==> src/rtl/pong_pkg.sv <==
// Shared definitions for the pong game blocks: FSM state encoding and default score width.
package pong_pkg;

  localparam int SCORE_W_DEF = 4;

  typedef enum logic [1:0] {
    ST_IDLE  = 2'd0,
    ST_SERVE = 2'd1,
    ST_PLAY  = 2'd2,
    ST_OVER  = 2'd3
  } pong_state_e;

endpackage

==> src/rtl/pong_game_sequencer_if.sv <==
// Control/status bundle between the game sequencer, the player inputs and the pong datapath.
interface pong_game_sequencer_if
  import pong_pkg::*;
#(
  parameter int SCORE_W = SCORE_W_DEF
);

  // No valid/ready pairs: start/pause are levels sampled every rising edge, misses are
  // sampled every unpaused PLAY cycle, and step/serve are single-cycle registered strobes.
  logic               start;
  logic               pause;
  logic               miss_left;
  logic               miss_right;
  logic               step;
  logic               serve;
  logic               serve_dir;
  logic [SCORE_W-1:0] score_left;
  logic [SCORE_W-1:0] score_right;
  pong_state_e        state;
  logic               game_over;

  modport master (
    output start, pause, miss_left, miss_right,
    input  step, serve, serve_dir, score_left, score_right, state, game_over
  );

  modport slave (
    input  start, pause, miss_left, miss_right,
    output step, serve, serve_dir, score_left, score_right, state, game_over
  );

endinterface

==> src/rtl/pong_tick_gen.sv <==
// Game-step divider: cnt runs 0..TICK_DIV-1, freezes on pause, and is zeroed by clear.
module pong_tick_gen #(
  parameter int TICK_DIV = 16
) (
  input  logic clk,
  input  logic rst_n,
  input  logic pause,
  input  logic clear,
  output logic tick
);

  localparam int            CW   = $clog2(TICK_DIV);
  localparam logic [CW-1:0] LAST = CW'(TICK_DIV - 1);

  logic [CW-1:0] cnt;

  always_ff @(posedge clk or negedge rst_n) begin
    if (!rst_n) begin
      cnt <= '0;
    end else if (clear) begin
      cnt <= '0;
    end else if (!pause) begin
      cnt <= (cnt == LAST) ? '0 : cnt + CW'(1);
    end
  end

  assign tick = (cnt == LAST) && !pause;

endmodule

==> src/rtl/pong_game_sequencer.sv <==
// Pong game-flow FSM: serve countdown, step strobes, miss scoring and game-over detection.
module pong_game_sequencer
  import pong_pkg::*;
#(
  parameter int TICK_DIV    = 16,
  parameter int SERVE_DELAY = 8,
  parameter int WIN_SCORE   = 7,
  parameter int SCORE_W     = SCORE_W_DEF
) (
  input  logic                  clk,
  input  logic                  rst_n,
  pong_game_sequencer_if.slave  bus
);

  localparam int                 SRV_W    = $clog2(SERVE_DELAY + 1);
  localparam logic [SRV_W-1:0]   SRV_LOAD = SRV_W'(SERVE_DELAY);
  localparam logic [SCORE_W-1:0] WIN      = SCORE_W'(WIN_SCORE);

  pong_state_e        st;
  logic [SRV_W-1:0]   srv_cnt;
  logic [SCORE_W-1:0] score_l, score_r;
  logic [SCORE_W-1:0] inc_l, inc_r;
  logic               step_q, serve_q, dir_q, over_q;
  logic               tick, clear;
  logic               start_go, serve_go, miss_any;

  // Every state change restarts the step timer, so these mirror the FSM's transition terms.
  assign start_go = ((st == ST_IDLE) || (st == ST_OVER)) && bus.start;
  assign serve_go = (st == ST_SERVE) && tick && (srv_cnt == SRV_W'(1));
  assign miss_any = (st == ST_PLAY) && !bus.pause && (bus.miss_left || bus.miss_right);
  assign clear    = start_go || serve_go || miss_any;

  assign inc_l = score_l + SCORE_W'(1);
  assign inc_r = score_r + SCORE_W'(1);

  pong_tick_gen #(.TICK_DIV(TICK_DIV)) u_tick (
    .clk   (clk),
    .rst_n (rst_n),
    .pause (bus.pause),
    .clear (clear),
    .tick  (tick)
  );

  always_ff @(posedge clk or negedge rst_n) begin
    if (!rst_n) begin
      st      <= ST_IDLE;
      srv_cnt <= '0;
      score_l <= '0;
      score_r <= '0;
      dir_q   <= 1'b1;
      step_q  <= 1'b0;
      serve_q <= 1'b0;
      over_q  <= 1'b0;
    end else begin
      step_q  <= 1'b0;
      serve_q <= 1'b0;
      case (st)
        ST_IDLE, ST_OVER: begin
          if (start_go) begin
            st      <= ST_SERVE;
            srv_cnt <= SRV_LOAD;
            score_l <= '0;
            score_r <= '0;
            over_q  <= 1'b0;
          end
        end
        ST_SERVE: begin
          if (tick) begin
            srv_cnt <= srv_cnt - SRV_W'(1);
            if (serve_go) begin
              serve_q <= 1'b1;
              st      <= ST_PLAY;
            end
          end
        end
        ST_PLAY: begin
          // A miss outranks a coincident tick, so no step is issued on that edge.
          if (miss_any) begin
            if (bus.miss_left && bus.miss_right) begin
              dir_q   <= ~dir_q;
              st      <= ST_SERVE;
              srv_cnt <= SRV_LOAD;
            end else if (bus.miss_left) begin
              score_r <= inc_r;
              dir_q   <= 1'b0;
              if (inc_r == WIN) begin
                st     <= ST_OVER;
                over_q <= 1'b1;
              end else begin
                st      <= ST_SERVE;
                srv_cnt <= SRV_LOAD;
              end
            end else begin
              score_l <= inc_l;
              dir_q   <= 1'b1;
              if (inc_l == WIN) begin
                st     <= ST_OVER;
                over_q <= 1'b1;
              end else begin
                st      <= ST_SERVE;
                srv_cnt <= SRV_LOAD;
              end
            end
          end else if (tick) begin
            step_q <= 1'b1;
          end
        end
        default: st <= ST_IDLE;
      endcase
    end
  end

  assign bus.state       = st;
  assign bus.step        = step_q;
  assign bus.serve       = serve_q;
  assign bus.serve_dir   = dir_q;
  assign bus.score_left  = score_l;
  assign bus.score_right = score_r;
  assign bus.game_over   = over_q;

endmodule
==> src/flat_wrapper.sv <==
// flat-port wrapper written by rule: the top's interface ports become plain ports
module pong_game_sequencer_flat import pong_pkg::*;
#(
  parameter int TICK_DIV    = 16,
  parameter int SERVE_DELAY = 8,
  parameter int WIN_SCORE   = 7,
  parameter int SCORE_W     = SCORE_W_DEF
)
  (clk, rst_n, bus_start, bus_pause, bus_miss_left, bus_miss_right, bus_step, bus_serve, bus_serve_dir, bus_score_left, bus_score_right, bus_state, bus_game_over);
  pong_game_sequencer_if #(.SCORE_W(SCORE_W)) bus_i ();
  input  logic clk;
  input  logic rst_n;
  input wire logic [$bits(bus_i.start)-1:0] bus_start;
  input wire logic [$bits(bus_i.pause)-1:0] bus_pause;
  input wire logic [$bits(bus_i.miss_left)-1:0] bus_miss_left;
  input wire logic [$bits(bus_i.miss_right)-1:0] bus_miss_right;
  output wire logic [$bits(bus_i.step)-1:0] bus_step;
  output wire logic [$bits(bus_i.serve)-1:0] bus_serve;
  output wire logic [$bits(bus_i.serve_dir)-1:0] bus_serve_dir;
  output wire logic [$bits(bus_i.score_left)-1:0] bus_score_left;
  output wire logic [$bits(bus_i.score_right)-1:0] bus_score_right;
  output wire logic [$bits(bus_i.state)-1:0] bus_state;
  output wire logic [$bits(bus_i.game_over)-1:0] bus_game_over;
  assign bus_i.start = bus_start;
  assign bus_i.pause = bus_pause;
  assign bus_i.miss_left = bus_miss_left;
  assign bus_i.miss_right = bus_miss_right;
  assign bus_step = bus_i.step;
  assign bus_serve = bus_i.serve;
  assign bus_serve_dir = bus_i.serve_dir;
  assign bus_score_left = bus_i.score_left;
  assign bus_score_right = bus_i.score_right;
  assign bus_state = bus_i.state;
  assign bus_game_over = bus_i.game_over;
  pong_game_sequencer #(.TICK_DIV(TICK_DIV), .SERVE_DELAY(SERVE_DELAY), .WIN_SCORE(WIN_SCORE), .SCORE_W(SCORE_W)) u_core (.clk(clk), .rst_n(rst_n), .bus(bus_i));
endmodule
==> config.mk <==
export PLATFORM = sky130hd
export DESIGN_NAME = pong_game_sequencer_flat
export DESIGN_NICKNAME = d
export VERILOG_FILES = /design/src/rtl/pong_pkg.sv /design/src/rtl/pong_game_sequencer_if.sv /design/src/rtl/pong_tick_gen.sv /design/src/rtl/pong_game_sequencer.sv /design/src/flat_wrapper.sv
export SDC_FILE = /design/constraint.sdc
export NUM_CORES = 1
export LEC_CHECK = 0
export CAP_MARGIN = 20
export CORE_ASPECT_RATIO = 0.7
export CORE_MARGIN = 3
export CORE_UTILIZATION = 40
export CTS_BUF_LIST = sky130_fd_sc_hd__clkbuf_16
export DETAILED_ROUTE_END_ITERATION = 8
export PLACE_DENSITY = 0.67
export SYNTH_ARGS = -nofsm -noshare
export SYNTH_HDL_FRONTEND = slang
export SYNTH_HIERARCHICAL = 1
export SYNTH_SLANG_ARGS = --single-unit
==> constraint.sdc <==
create_clock -name clk -period 2.22 [get_ports clk]
set_input_delay 0.444 -clock clk [delete_from_list [all_inputs] [get_ports clk]]
set_output_delay 0.444 -clock clk [all_outputs]
set_load 0.02 [all_outputs]
==> impl_metrics.tcl <==
set metrics [dict create \
    status "finished, final reports clean" \
    min-delay-path-class "reg -> reg" \
    postSynth.topFlopCell "sky130_fd_sc_hd__dfrtp_1" \
    synth_top_area_share 0.3704 \
    grt-ovfl-total 0 \
    cells_resized_by_post_cts_repair 0 \
    post_synth_num_cell_types 50 \
    layout.cells.most_common_list "sky130_fd_sc_hd__dfrtp_1 (21), sky130_fd_sc_hd__clkdlybuf4s50_1 (19), sky130_fd_sc_hd__buf_4 (18), sky130_fd_sc_hd__nand2_1 (17)" \
    power.ir.vdd_worst_mv 0.4003 \
    min_delay_worst_endpoint "u_core/bus.game_over" \
    grt_first_pass_wirelength_um 6072 \
    leakagePower_nw 0.8091 \
    power-per-cell-area_mw_per_mm2 633.4 \
    path_class "in -> reg" \
    endpoint_kind "flop" \
    path_clk_slew_ns 0.06 \
    drt-initial-drc-count 89 \
    dr_total_vias 1283 \
    clock_latency_ns 0.26 \
    initial_antenna_violation_count 0 \
    drc 0 \
    initial_core_util 0.4332 \
    netlist_area_before_placement_sq_mm 0.001419 \
    cts.path.max_buffers 2 \
    post_synth_and_or_nand_nor_area_fraction 0.2460 \
    timing.max_slew.rel_slack 0.4406 \
    fin_skew_ns 0.005611 \
    cts_tree "done" \
    dpl_worst_slack_ns -0.08918 \
    hold_depth 1 \
    die_height_um 55.83 \
    drt-pass1-iter-count 4 \
    achievable-frequency_mhz 487.5 \
    synthAdderAreaFrac 0.07937 \
    timing_hold_violations_final 0 \
    final_core_utilization 0.5672 \
    post_layout_total_power_mw 1.177 \
    boundaryPins 20 \
    synth_top_cells_by_area "sky130_fd_sc_hd__dfrtp_1 (37%), sky130_fd_sc_hd__ha_1 (7.9%), sky130_fd_sc_hd__nand2_1 (4.5%)" \
    final_antenna_net_count 0 \
    synthDominantAreaCellType "sky130_fd_sc_hd__dfrtp_1" \
    crit_fanout 3 \
    setup_ws_ns 0.1688 \
    timing.rr.start "u_core/bus.score_right[0]" \
    cp-start-kind "input pin" \
    grt.total_usage 0.1739 \
    portBuffers 19 \
    antenna_diodes 0 \
    commonest_non_fill_non_tap_cell_in_the_layout "sky130_fd_sc_hd__dfrtp_1" \
    areaGrowthSynthToFinish_pct 30.95 \
    synth_compound_area_frac 0.2081 \
    postSynth.asyncResetShare 1.000 \
    crit_arrival_ns 2.22 \
    routed_wire_length_per_instance_um 14.14 \
    std_cell_rows 17 \
    synth-seq-area-share 0.3889 \
    route.detailed.vias_per_inst 5.346 \
    final_min_period_over_clock_period 0.9239 \
    setup_repair_after_global_routing_missed_its_margin "no" \
    grt_max_degree 15 \
    setup_viol 0 \
    core_area_sq_mm 0.003276 \
    cts_post_setup_buffers_inserted 0 \
    rrSetupSlack_ns 0.21 \
    synth.area.mux_share 0.02205 \
    die_area_sq_mm 0.004309 \
    htree_num_levels 1 \
    min_period_ns 2.051 \
    timing.hold.worst.start "u_core/bus.game_over" \
    number_of_synthesized_flops_with_an_enable_pin 0 \
    synthXorXnorAreaFrac 0.01235 \
    main_combinational_cell_family_by_area_after_synthesis "simple AND/OR/NAND/NOR gates" \
    tritoncts.num_buffers 3 \
    crit_required_ns 2.39 \
    cp-startpoint "bus_pause" \
    drv.max_cap_violation_count 0 \
    drt_wl_total_um 3394 \
    worst_r2r_endpoint "u_core/srv_cnt[3]" \
    r2r_cells 7 \
    hpwl_um 2610 \
    place_congestion 0.8405 \
    vias_in_the_first_global_route 1311 \
    synthesis.area_per_instance_sq_um 9.037 \
    worst-slew-pin-transition_ns 0.8286 \
    cts-hold-fix-buffers 0 \
    hold_slack_ns 0.5116 \
    post_route_cells_drive_above_1_share 0.1606 \
    syn-num-nets 172 \
    postSynthCellCount 157 \
    postSynthRegisterBits 22 \
    cts.sink_count 22 \
    final_max_slew_viol_count 0 \
    cts_root_buf "sky130_fd_sc_hd__clkbuf_16" \
    yosysWarnings 6 \
    final_nets 209 \
    fp.dieW_um 77.19 \
]
==> synthesized netlist by cell type (2+ instances only) <==
| master | instances |
|---|---|
| sky130_fd_sc_hd__mux2i_1 | 2 |
| sky130_fd_sc_hd__nor3_1 | 3 |
| sky130_fd_sc_hd__or2_2 | 2 |
| sky130_fd_sc_hd__nor2b_1 | 2 |
| sky130_fd_sc_hd__o211ai_1 | 2 |
| sky130_fd_sc_hd__or3_1 | 3 |
| sky130_fd_sc_hd__nand2b_1 | 4 |
| sky130_fd_sc_hd__a21oi_1 | 11 |
| sky130_fd_sc_hd__ha_1 | 9 |
| sky130_fd_sc_hd__and4_1 | 2 |
| sky130_fd_sc_hd__buf_2 | 4 |
| sky130_fd_sc_hd__a22o_1 | 3 |
| sky130_fd_sc_hd__nor4_1 | 2 |
| sky130_fd_sc_hd__xnor2_1 | 2 |
| sky130_fd_sc_hd__o21ai_0 | 12 |
| sky130_fd_sc_hd__nand2_1 | 17 |
| sky130_fd_sc_hd__and3b_1 | 2 |
| sky130_fd_sc_hd__nand3_1 | 4 |
| sky130_fd_sc_hd__inv_1 | 9 |
| sky130_fd_sc_hd__nor2_1 | 12 |
| sky130_fd_sc_hd__dfrtp_1 | 21 |
==> area by class of cell <==
type,count,area (sq um)
fillers,297,1418
multi-input cells,120,805.8
flip-flops and latches,22,551.8
repair buffers,37,325.3
clock buffers,3,75.07
well taps,47,58.81
inverters,10,37.54
clock inverters,1,3.754
==> through the flow <==
step | std cells | TNS (ns) | instance area, sq um
after detailed placement | 236 | -0.5116 | 1779
after CTS | 240 | 0 | 1858
after global routing | 240 | 0 | 1858
final | 240 | 0 | 1858
after global placement | 236 | -0.08095 | 1779
after floorplan | 157 | 0 | 1419
==> per-layer routing <==
metal,track usage,part of all wire,vias to the layer above
met5,0,0,-
met4,0.05076,0.0056,0
met3,0.04854,0.046,4
met2,0.2669,0.44,30
met1,0.2387,0.50,606
li1,-,-,643
==> state kept, by name (all words and copies together) (netlist names) <==
register and cells:
u_core/u_tick/cnt 4, u_core/bus.score_right 4, u_core/bus.step 1, u_core/bus.serve_dir 1, u_core/bus.game_over 1, u_core/bus.state 2
u_core/bus.score_left 4, u_core/srv_cnt 4, u_core/bus.serve 1
==> report_power, final <==
group	total [mW]	switching, mW	internal (mW)
Clock	0.379	0.139	0.240
Sequential	0.529	0.0655	0.463
Combinational	0.269	0.142	0.127
==> worst max path at each step <==
stage / end / slack, ns
5_1_grt: u_core/bus.state[1] / 0.03
2_1_floorplan: u_core/bus.score_right[3] / 0.05
3_5_place_dp: u_core/srv_cnt[2] / -0.09
3_3_place_gp: u_core/bus.state[1] / -0.03
6_report: u_core/srv_cnt[2] / 0.17
4_1_cts: u_core/bus.state[1] / 0.16
==> cell families after synthesis <==
logic type / after synthesis
flip-flops: 22
adder cells (fa/ha/maj): 9
multiplexers: 3
buffers and inverters: 15
XOR/XNOR: 2
AO/OA/AOI/OAI: 43
AND/OR/NAND/NOR: 63
==> critical path, stage by stage <==
cell	delay [ns]
sky130_fd_sc_hd__clkdlybuf4s50_1	0.42
sky130_fd_sc_hd__nand2b_4	0.15
sky130_fd_sc_hd__nor2_1	0.14
sky130_fd_sc_hd__nand2_1	0.08
sky130_fd_sc_hd__buf_4	0.15
sky130_fd_sc_hd__or4b_2	0.63
sky130_fd_sc_hd__o221ai_1	0.19
Power figures use the tool's default switching activity.
